--- config.mk ---
export PLATFORM = sky130hd
export DESIGN_NAME = reg_bank_rw_flat
export DESIGN_NICKNAME = d
export VERILOG_FILES = /design/src/rtl/reg_bank_rw_if.sv /design/src/rtl/reg_bank_rw.sv /design/src/flat_wrapper.sv
export SDC_FILE = /design/constraint.sdc
export NUM_CORES = 1
export LEC_CHECK = 0
export ABC_AREA = 1
export CAP_MARGIN = 20
export CORE_AREA = 2 2 234 236
export CTS_CLUSTER_SIZE = 24
export DETAILED_ROUTE_END_ITERATION = 7
export DIE_AREA = 0 0 236 238
export PLACE_DENSITY_LB_ADDON = 0.12
export SKIP_CTS_REPAIR_TIMING = 1
export SLEW_MARGIN = 15
export SYNTH_ARGS = -nofsm -noshare
export SYNTH_HDL_FRONTEND = slang
export SYNTH_SLANG_ARGS = --single-unit
--- constraint.sdc ---
create_clock -name clk -period 10.8 [get_ports clk]
set_clock_uncertainty 0.15 [all_clocks]
set_input_delay 1.08 -clock clk [delete_from_list [all_inputs] [get_ports clk]]
set_output_delay 1.08 -clock clk [all_outputs]
set_load 0.01 [all_outputs]
--- src/rtl/reg_bank_rw_if.sv ---
// Sir register bus: select/read/address/write-data from master, registered ack and read data back.
interface reg_bank_rw_if #(
  parameter int unsigned ADDRWIDTH = 8,
  parameter int unsigned DATAWIDTH = 32
);
  logic                 SirSel;
  logic                 SirRead;
  logic [ADDRWIDTH-1:0] SirAddr;
  logic [DATAWIDTH-1:0] SirWdat;
  logic                 SirDack;
  logic [DATAWIDTH-1:0] SirRdat;

  modport master (
    output SirSel, SirRead, SirAddr, SirWdat,
    input  SirDack, SirRdat
  );

  modport slave (
    input  SirSel, SirRead, SirAddr, SirWdat,
    output SirDack, SirRdat
  );
endinterface

--- src/rtl/reg_bank_rw.sv ---
// Parameterised register bank on the Sir bus with per-register RW / RO / W1C / PULSE behaviour.
// One write per SirSel assertion; ack and read data are registered.
module reg_bank_rw #(
  parameter int unsigned                    ADDRWIDTH  = 8,
  parameter int unsigned                    DATAWIDTH  = 32,
  parameter int unsigned                    NUM_REGS   = 8,
  parameter logic [ADDRWIDTH-1:0]           BASEADDR   = 8'h10,
  parameter logic [NUM_REGS*DATAWIDTH-1:0]  INIT_VALUE = {NUM_REGS*DATAWIDTH{1'b0}},
  parameter logic [2*NUM_REGS-1:0]          REG_MODE   = {NUM_REGS{2'b00}}
) (
  input  logic                           clk,
  input  logic                           rst,
  reg_bank_rw_if.slave                   sir,
  output logic [NUM_REGS*DATAWIDTH-1:0]  Q,
  input  logic [NUM_REGS*DATAWIDTH-1:0]  HwIn,
  output logic [NUM_REGS-1:0]            WrStb
);

  typedef enum logic [1:0] {
    ModeRw    = 2'b00,
    ModeRo    = 2'b01,
    ModeW1c   = 2'b10,
    ModePulse = 2'b11
  } regMode_e;

  localparam int unsigned IdxW = ADDRWIDTH + 1;

  logic [IdxW-1:0]      idx;
  logic                 hit;
  logic                 wrEn;
  logic                 dackQ, dackDlyQ;
  logic [DATAWIDTH-1:0] rdatQ, rdatD, rdMux;
  logic [NUM_REGS-1:0]  wrSel, wrStbQ;
  logic [DATAWIDTH-1:0] regQ [NUM_REGS];
  logic [DATAWIDTH-1:0] regD [NUM_REGS];

  // One extra bit: addresses below BASEADDR wrap to a huge index and fail the range check.
  assign idx  = {1'b0, sir.SirAddr} - {1'b0, BASEADDR};
  assign hit  = sir.SirSel && (idx < IdxW'(NUM_REGS));
  // Only the first acked cycle of a transaction may write.
  assign wrEn = dackQ && !dackDlyQ && hit && !sir.SirRead;

  always_comb begin
    wrSel = '0;
    rdMux = '0;
    regD  = regQ;
    for (int unsigned i = 0; i < NUM_REGS; i++) begin
      if (idx == IdxW'(i)) begin
        rdMux    = regQ[i];
        wrSel[i] = wrEn;
      end
      case (regMode_e'(REG_MODE[2*i +: 2]))
        ModeRw:    if (wrSel[i]) regD[i] = sir.SirWdat;
        ModeRo:    regD[i] = HwIn[i*DATAWIDTH +: DATAWIDTH];
        // Hardware set wins over a simultaneous software clear.
        ModeW1c:   regD[i] = (regQ[i] & ~(wrSel[i] ? sir.SirWdat : '0))
                             | HwIn[i*DATAWIDTH +: DATAWIDTH];
        ModePulse: regD[i] = wrSel[i] ? sir.SirWdat : '0;
      endcase
    end
    rdatD = (hit && sir.SirRead) ? rdMux : '0;
  end

  always_ff @(posedge clk or posedge rst) begin
    if (rst) begin
      dackQ    <= 1'b0;
      dackDlyQ <= 1'b0;
      rdatQ    <= '0;
      wrStbQ   <= '0;
      for (int unsigned i = 0; i < NUM_REGS; i++) begin
        regQ[i] <= (regMode_e'(REG_MODE[2*i +: 2]) == ModePulse) ? '0
                   : INIT_VALUE[i*DATAWIDTH +: DATAWIDTH];
      end
    end else begin
      dackQ    <= hit;
      dackDlyQ <= dackQ;
      rdatQ    <= rdatD;
      wrStbQ   <= wrSel;
      regQ     <= regD;
    end
  end

  always_comb begin
    Q = '0;
    for (int unsigned i = 0; i < NUM_REGS; i++) begin
      Q[i*DATAWIDTH +: DATAWIDTH] = regQ[i];
    end
  end

  assign sir.SirDack = dackQ;
  assign sir.SirRdat = rdatQ;
  assign WrStb       = wrStbQ;

endmodule

--- src/flat_wrapper.sv ---
// flat-port wrapper written by rule: the top's interface ports become plain ports
module reg_bank_rw_flat 
#(
  parameter int unsigned                    ADDRWIDTH  = 8,
  parameter int unsigned                    DATAWIDTH  = 32,
  parameter int unsigned                    NUM_REGS   = 8,
  parameter logic [ADDRWIDTH-1:0]           BASEADDR   = 8'h10,
  parameter logic [NUM_REGS*DATAWIDTH-1:0]  INIT_VALUE = {NUM_REGS*DATAWIDTH{1'b0}},
  parameter logic [2*NUM_REGS-1:0]          REG_MODE   = {NUM_REGS{2'b00}}
)
  (clk, rst, Q, HwIn, WrStb, sir_SirSel, sir_SirRead, sir_SirAddr, sir_SirWdat, sir_SirDack, sir_SirRdat);
  reg_bank_rw_if #(.ADDRWIDTH(ADDRWIDTH), .DATAWIDTH(DATAWIDTH)) sir_i ();
  input  logic clk;
  input  logic rst;
  output logic [NUM_REGS*DATAWIDTH-1:0] Q;
  input  logic [NUM_REGS*DATAWIDTH-1:0] HwIn;
  output logic [NUM_REGS-1:0] WrStb;
  input wire logic [$bits(sir_i.SirSel)-1:0] sir_SirSel;
  input wire logic [$bits(sir_i.SirRead)-1:0] sir_SirRead;
  input wire logic [$bits(sir_i.SirAddr)-1:0] sir_SirAddr;
  input wire logic [$bits(sir_i.SirWdat)-1:0] sir_SirWdat;
  output wire logic [$bits(sir_i.SirDack)-1:0] sir_SirDack;
  output wire logic [$bits(sir_i.SirRdat)-1:0] sir_SirRdat;
  assign sir_i.SirSel = sir_SirSel;
  assign sir_i.SirRead = sir_SirRead;
  assign sir_i.SirAddr = sir_SirAddr;
  assign sir_i.SirWdat = sir_SirWdat;
  assign sir_SirDack = sir_i.SirDack;
  assign sir_SirRdat = sir_i.SirRdat;
  reg_bank_rw #(.ADDRWIDTH(ADDRWIDTH), .DATAWIDTH(DATAWIDTH), .NUM_REGS(NUM_REGS), .BASEADDR(BASEADDR), .INIT_VALUE(INIT_VALUE), .REG_MODE(REG_MODE)) u_core (.clk(clk), .rst(rst), .sir(sir_i), .Q(Q), .HwIn(HwIn), .WrStb(WrStb));
endmodule
==> metrics.md, run 1 <==
| Metric | Value |
|---|---|
| CP max stage cell | `nor2_4` |
| Max_cap viols | `0` |
| DIE AREA | `0.0562 mm²` |
| Pwr Total | `2.51 mW` |
| CTS buffer count | `38` |
| Dpl hpwl | `42400 µm` |
| Yosys warning total | `0` |
| Initial DRC Count | `1031` |
| Hold/Removal Path Class | `flop to flop` |
| Register bit count reported by yosys | `298` |
| Setup TNS | `0 ns` |
| Cells after Synth | `1799` |
| R2R setup slack | `7.31 ns` |
| CP startpoint kind | `input pin` |
| Worst-Skew Late Latency | `0.56 ns` |
| NumNets Final | `2349` |
| Delay of the slowest critical-path stage | `0.75 ns` |
| Rows | `85` |
| WP data arrival | `5.15 ns` |
| Most used cell, CP | `nand2_1` |
| Final setup fails | `0` |
| Filler cell count | `5554` |
| GRT Overall Usage | `22.1%` |
| Peak VDD IR | `0.0888 mV` |
| Largest net degree at the start of global routing | `140` |
| Critical-path cell list | `clkdlybuf4s50_1, inv_1, ha_1, nand2_1, nand2_1, nor2_4, and2_1, buf_4, nand2_2, buf_4, nor2_2, buf_4, nand2_1, nand2_1` |
| CP Capture Type | `flop` |
| Clk buf depth | `3` |
| First-pass GRT wire length | `91900 µm` |
| Port Buf Inserts | `340` |
| Share of layout cells above drive strength 1 | `5.11%` |
| CTS tree | `yes` |
| Fin. max-slew vios | `0` |
| Clk slew on worst S/H paths | `0.06 ns` |
| Syn_nets | `2101` |
| Final Cycle Share | `44.6%` |
| Mapped Area | `0.0140 mm²` |
| Grt ovf | `0` |
| Initial core utilization | `26.3%` |
| CP Buf/Inv Count | `5` |
| Footprint of the multi-input gates | `0.00533 mm²` |
| DR vias/cell | `4.80` |
| CP top delay family | `simple AND/OR/NAND/NOR gates` |
| Syn_area_per_cell | `7.81 µm²` |
| Unique masters post-synth | `25` |
| Synth-to-Final Area Change | `36.3%` |
| Final number of hold-violating endpoints | `0` |
| ANT nets after route | `0` |
| Critical path type | `input pin to flop` |
| RSZ-0062 raised after global routing | `false` |
| Pre-antenna DRT Iters | `5` |
| Leak pwr | `9.70 nW` |
| CTS Root Cell | `clkbuf_16` |
| Die Wd | `236 µm` |
| H-tree depth | `2` |
| # IOs | `597` |
| Core ar. | `0.0535 mm²` |
| Final RePlAce weighted congestion | `0.838` |
| CP Data Required Time | `11.14 ns` |
| Number of clock sinks | `298` |
| Post-synthesis sequential area ratio | `53.1%` |
| # DRC | `0` |
| Via count | `13300` |
| Routed length per instance | `22.7 µm` |
| Slew @ Worst Pin | `1.07 ns` |
| Sequential Area | `0.00746 mm²` |
| Final wirelength | `62800 µm` |
| CP Max Fanout | `97` |
| Rel. slew slack | `28.5%` |
| Antenna violations before repair | `4` |
| Status | `complete, no violations` |
| Vias in the first global route | `13100` |
| Pwr/cell area | `131 mW/mm²` |
| Fmax | `208 MHz` |
| Final Critical Period | `4.82 ns` |
| DIE HEIGHT | `238 µm` |
registers in the layout (all words and copies together), names as in the netlist:
register,cells
u_core.Q,256
u_core.WrStb,8
u_core.dackDlyQ,1
u_core.sir.SirDack,1
u_core.sir.SirRdat,32
synthesized netlist by cell type, drive strengths merged:
master  instances  area [µm²]
nand2         614        2320
o21ai         302        1510
dfrtp         298        7460
inv           158         593
nand4         115         719
nor2           83         342
clkbuf         79         303
buf            77         405
nand3          55         280
a21oi          13        65.1
ha              2        25.0
and2            1        6.26
nor3            1        5.00
o21bai          1        7.51
placed cells by master (no fill, tap or decap):
cell type and count:
nor2_2 9, o21ai_1 13, nor2_4 5, o21bai_1 1
diode_2 2, and2_1 1, nand3_1 54, inv_6 1
buf_12 4, o21ai_0 289, nand2_1 608, clkinvlp_4 1
buf_8 1, nor3_1 1, clkinv_2 6, nand2_2 4
nand4_1 115, nand2_4 2, clkbuf_8 7, inv_8 1
bufinv_16 3, nand3_4 1, nor2_1 69, clkbuf_16 39
a21oi_1 13, clkbuf_1 9, dfrtp_1 298, inv_2 3
inv_1 154, ha_1 2, buf_4 19, clkdlybuf4s50_1 340
path summary, 6_finish.rpt:
check / start / depth (start not counted) / endpoint
worst max-delay path: sir_SirAddr[4] / 14 / u_core.Q[245]$_DFFE_PP0P_
max in group asynchronous: rst / 4 / u_core.sir.SirRdat[11]$_DFF_PP0_
worst min register to register: u_core.sir.SirDack$_DFF_PP0_ / 0 / u_core.dackDlyQ$_DFF_PP0_
worst min-delay path: u_core.sir.SirDack$_DFF_PP0_ / 0 / u_core.dackDlyQ$_DFF_PP0_
worst max register to register: u_core.dackDlyQ$_DFF_PP0_ / 7 / u_core.Q[39]$_DFFE_PP0P_
min in group asynchronous: rst / 2 / u_core.Q[40]$_DFFE_PP0P_
logic make-up (layout without fill, tap and decap cells):
logic type,after synthesis,after routing,share of synthesized area [%]
and+or+nand+nor,869,869,26.2
AOI/OAI and AO/OA,316,316,11.3
buffers and inverters,314,588,9.27
DFF,298,298,53.1
adders and majority gates,2,2,0.178
other,0,2,0
final cells by class:
class                      instances  share of cell area [%]
antenna                            2                  0.0261
clock buffer                      55                    5.78
clock inverter                    11                   0.712
inverter                         158                    3.14
multi-input combinational       1187                    27.8
sequential                       298                    38.9
tap                              696                    4.55
timing repair buffer             364                    19.0
metal layers:
| metal | global-route usage [%] | routed length [µm] |
|---|---|---|
| met3 | 9.02 | 6810 |
| met2 | 34.6 | 27800 |
| met1 | 28.1 | 26800 |
| met4 | 5.67 | 1380 |
| met5 | 0 | 38 |
power breakdown:
| part | switching [mW] | total, mW | internal [mW] | leakage, nW |
|---|---|---|---|---|
| Combinational | 0.0795 | 0.0999 | 0.0204 | 5.22 |
| Sequential | 0.000117 | 1.12 | 1.12 | 3.86 |
| Clock | 0.515 | 1.30 | 0.781 | 0.612 |
| Total | 0.594 | 2.51 | 1.92 | 9.70 |
through the flow:
| step | hold slack, ns | setup slack (ns) | cell area, µm² | instances | utilization (%) |
|---|---|---|---|---|---|
| 3_5_place_dp | 0.292 | 5.19 | 17900 | 2701 | 33.4 |
| 2_1_floorplan | 0.302 | 1.34 | 14000 | 1799 | - |
| 5_1_grt | 0.327 | 5.71 | 19100 | 2769 | 35.8 |
| 6_report | 0.305 | 5.98 | 19100 | 2771 | 35.8 |
| 3_3_place_gp | 0.288 | 5.24 | 17800 | 2699 | 33.3 |
| 4_1_cts | 0.304 | 5.77 | 19100 | 2767 | 35.7 |
Power figures use the tool's default switching activity.
==> run 2: changes to the inputs <==
--- a/config.mk
+++ b/config.mk
@@ -7,10 +7,10 @@
 export LEC_CHECK = 0
 export ABC_AREA = 1
 export CAP_MARGIN = 20
-export CORE_AREA = 2 2 234 236
+export CORE_AREA = 2 2 230 232
 export CTS_CLUSTER_SIZE = 24
 export DETAILED_ROUTE_END_ITERATION = 7
-export DIE_AREA = 0 0 236 238
+export DIE_AREA = 0 0 232 234
 export PLACE_DENSITY_LB_ADDON = 0.12
 export SKIP_CTS_REPAIR_TIMING = 1
 export SLEW_MARGIN = 15
==> constraint.sdc (replaced) <==
create_clock -name clk -period 4.1 [get_ports clk]
set_clock_uncertainty 0.15 [all_clocks]
set_input_delay 0.41 -clock clk [delete_from_list [all_inputs] [get_ports clk]]
set_output_delay 0.41 -clock clk [all_outputs]
set_load 0.01 [all_outputs]
==> metrics.md, run 2 (synthesized netlist as in run 1, its figures left out) <==
| Metric | Value |
|---|---|
| Final Util | `37.4% (+1.6 points)` |
| Synth-to-Final Area Change | `38.5%` |
| ANT nets after route | `0 (unchanged)` |
| Status | `complete, no violations` |
| CTS buffer count | `39 (+2.6%)` |
| Rows | `84 (-1.2%)` |
| Peak VDD IR | `0.210 mV (+140%)` |
| CP Data Required Time | `4.45 ns (-6.69 ns)` |
| Final wirelength | `61300 µm (-2.5%)` |
| Max reg flops | `256 (unchanged)` |
| Core ar. | `0.0520 mm² (-2.7%)` |
| First-pass GRT wire length | `89800 µm (-2.3%)` |
| DR vias/cell | `4.81 (+0.16%)` |
| Grt ovf | `0 (unchanged)` |
| WP data arrival | `3.65 ns (-1.50 ns)` |
| Setup ws final | `0.810 ns (-5.17 ns)` |
| CP Max Fanout | `34 (-65%)` |
| Pre-CTS setup slack | `0.209 ns (-4.98 ns)` |
| Via count | `13400 (+0.63%)` |
| Pwr/cell area | `361 mW/mm² (+180%)` |
| Pre-antenna DRT Iters | `6 (+1)` |
| Worst r2r src | `u_core.dackDlyQ$_DFF_PP0_` |
| R2R setup slack | `1.84 ns (-5.47 ns)` |
| Routed length per instance | `22.0 µm (-2.9%)` |
| Delay of the slowest critical-path stage | `0.67 ns (-0.08 ns)` |
| NumNets Final | `2367 (+0.77%)` |
| Dpl hpwl | `42300 µm (-0.19%)` |
| Most used cell, CP | `nand2_1` |
| Leak pwr | `9.88 nW (+1.9%)` |
| Clk slew on worst S/H paths | `0.06 ns (about the same)` |
| Vias in the first global route | `13200 (+0.87%)` |
| Final number of hold-violating endpoints | `0 (unchanged)` |
| CTS tree | `yes` |
| Fmax | `304 MHz` |
| R2R Path End | `u_core.Q[250]$_DFFE_PP0P_` |
| Hold/Removal Path Class | `input pin to async pin` |
| Final Cycle Share | `80.3%` |
| Antenna violations before repair | `2 (-2)` |
| Worst Setup SP | `sir_SirAddr[4]` |
| CP max stage cell | `inv_2` |
| Final setup fails | `0 (unchanged)` |
| Max_cap viols | `0 (unchanged)` |
| # IOs | `597 (unchanged)` |
| Share of layout cells above drive strength 1 | `6.21% (+1.1 points)` |
| Largest net degree at the start of global routing | `103 (-26%)` |
| Rel. slew slack | `50.3% (+22 points)` |
| CP startpoint kind | `input pin` |
| Initial DRC Count | `1029 (-0.19%)` |
| Final RePlAce weighted congestion | `0.868 (+3.5%)` |
| Port Buf Inserts | `340 (unchanged)` |
| CP Buf/Inv Count | `4 (-1)` |
| Critical-path cell list | `clkdlybuf4s50_1, inv_1, ha_1, nand2_1, nand2_1, nor2_4, and2_1, nand2_4, inv_2, nand2_1, nand4_1, nand2_1, inv_1` |
| Most common cell after layout, fill and taps aside | `nand2_1` |
| Worst R2R Path Depth | `6 (-1)` |
| RSZ-0062 raised after global routing | `false` |
| Clk buf depth | `3 (unchanged)` |
| GRT Overall Usage | `22.3% (+0.29 points)` |
| DIE AREA | `0.0543 mm² (-3.3%)` |
| Fin. max-slew vios | `0 (unchanged)` |
| Number of clock sinks | `298 (unchanged)` |
| Slew @ Worst Pin | `0.744 ns (-0.328 ns)` |
| CTS Root Cell | `clkbuf_16` |
| Die Wd | `232 µm (-1.7%)` |
| DIE HEIGHT | `234 µm (-1.7%)` |
| Commonest non-fill, non-tap cells in the layout | `nand2_1 (608), clkdlybuf4s50_1 (340), dfrtp_1 (298)` |
| Filler cell count | `5378 (-3.2%)` |
| Critical path type | `input pin to flop` |
| CP Capture Type | `flop` |
| CP top delay family | `simple AND/OR/NAND/NOR gates` |
| # DRC | `0 (unchanged)` |
| Worst-Skew Late Latency | `0.55 ns (about the same)` |
| Initial core utilization | `27.0% (+0.74 points)` |
| H-tree depth | `2 (unchanged)` |
| Worst path depth | `13 (-1)` |
| Final Critical Period | `3.29 ns` |
-- run 2: through the flow --
stage | TNS, ns | instances | hold slack [ns] | power (mW) | instance area (µm²)
floorplan | -124.89 | 1799 | 0.302 | 3.14 | 14000
global placement | 0 | 2712 | 0.291 | 3.27 | 18000
detailed placement | 0 | 2712 | 0.300 | 3.28 | 18000
CTS | 0 | 2783 | 0.0893 | 7.13 | 19500
global route | 0 | 2783 | 0.126 | 7.27 | 19500
finish | 0 | 2784 | 0.109 | 7.03 | 19500
-- run 2: how the worst max path moves through the flow --
stage / to
2_1_floorplan: u_core.Q[0]$_DFFE_PP0P_
4_1_cts: u_core.sir.SirRdat[21]$_DFF_PP0_
3_5_place_dp: u_core.sir.SirRdat[21]$_DFF_PP0_
6_report: u_core.sir.SirRdat[11]$_DFF_PP0_
5_1_grt: u_core.sir.SirRdat[21]$_DFF_PP0_
3_3_place_gp: u_core.sir.SirRdat[17]$_DFF_PP0_
-- run 2: per-layer routing --
layer,vias up,GRT usage [%],wire [µm]
li1,6307,-,-
met1,6445,27.8,24900
met2,545,34.9,27500
met3,95,9.28,7020
met4,4,7.61,1840
met5,-,0,23
-- run 2: worst reg2reg max path, stage by stage, from the launching register on --
cell and delay, ns:
dfrtp_1 0.36, nor2_1 0.18, nand3_4 0.33, buf_4 0.40, buf_4 0.35, o21ai_0 0.29
nand2_1 0.08
-- run 2: layout make-up --
class | instances | area [µm²] | share of cell area (%)
inverter | 158 | 597 | 3.07
timing repair buffer | 381 | 3800 | 19.5
clock inverter | 19 | 310 | 1.60
tap | 688 | 861 | 4.42
clock buffer | 52 | 1110 | 5.69
sequential | 298 | 7460 | 38.3
antenna | 1 | 2.50 | 0.0129
multi-input combinational | 1187 | 5320 | 27.4
-- run 2: where the power goes --
group / internal [mW] / switching (mW)
clock: 2.40 / 1.41
sequential: 2.94 / 0.000309
combinational: 0.0626 / 0.210
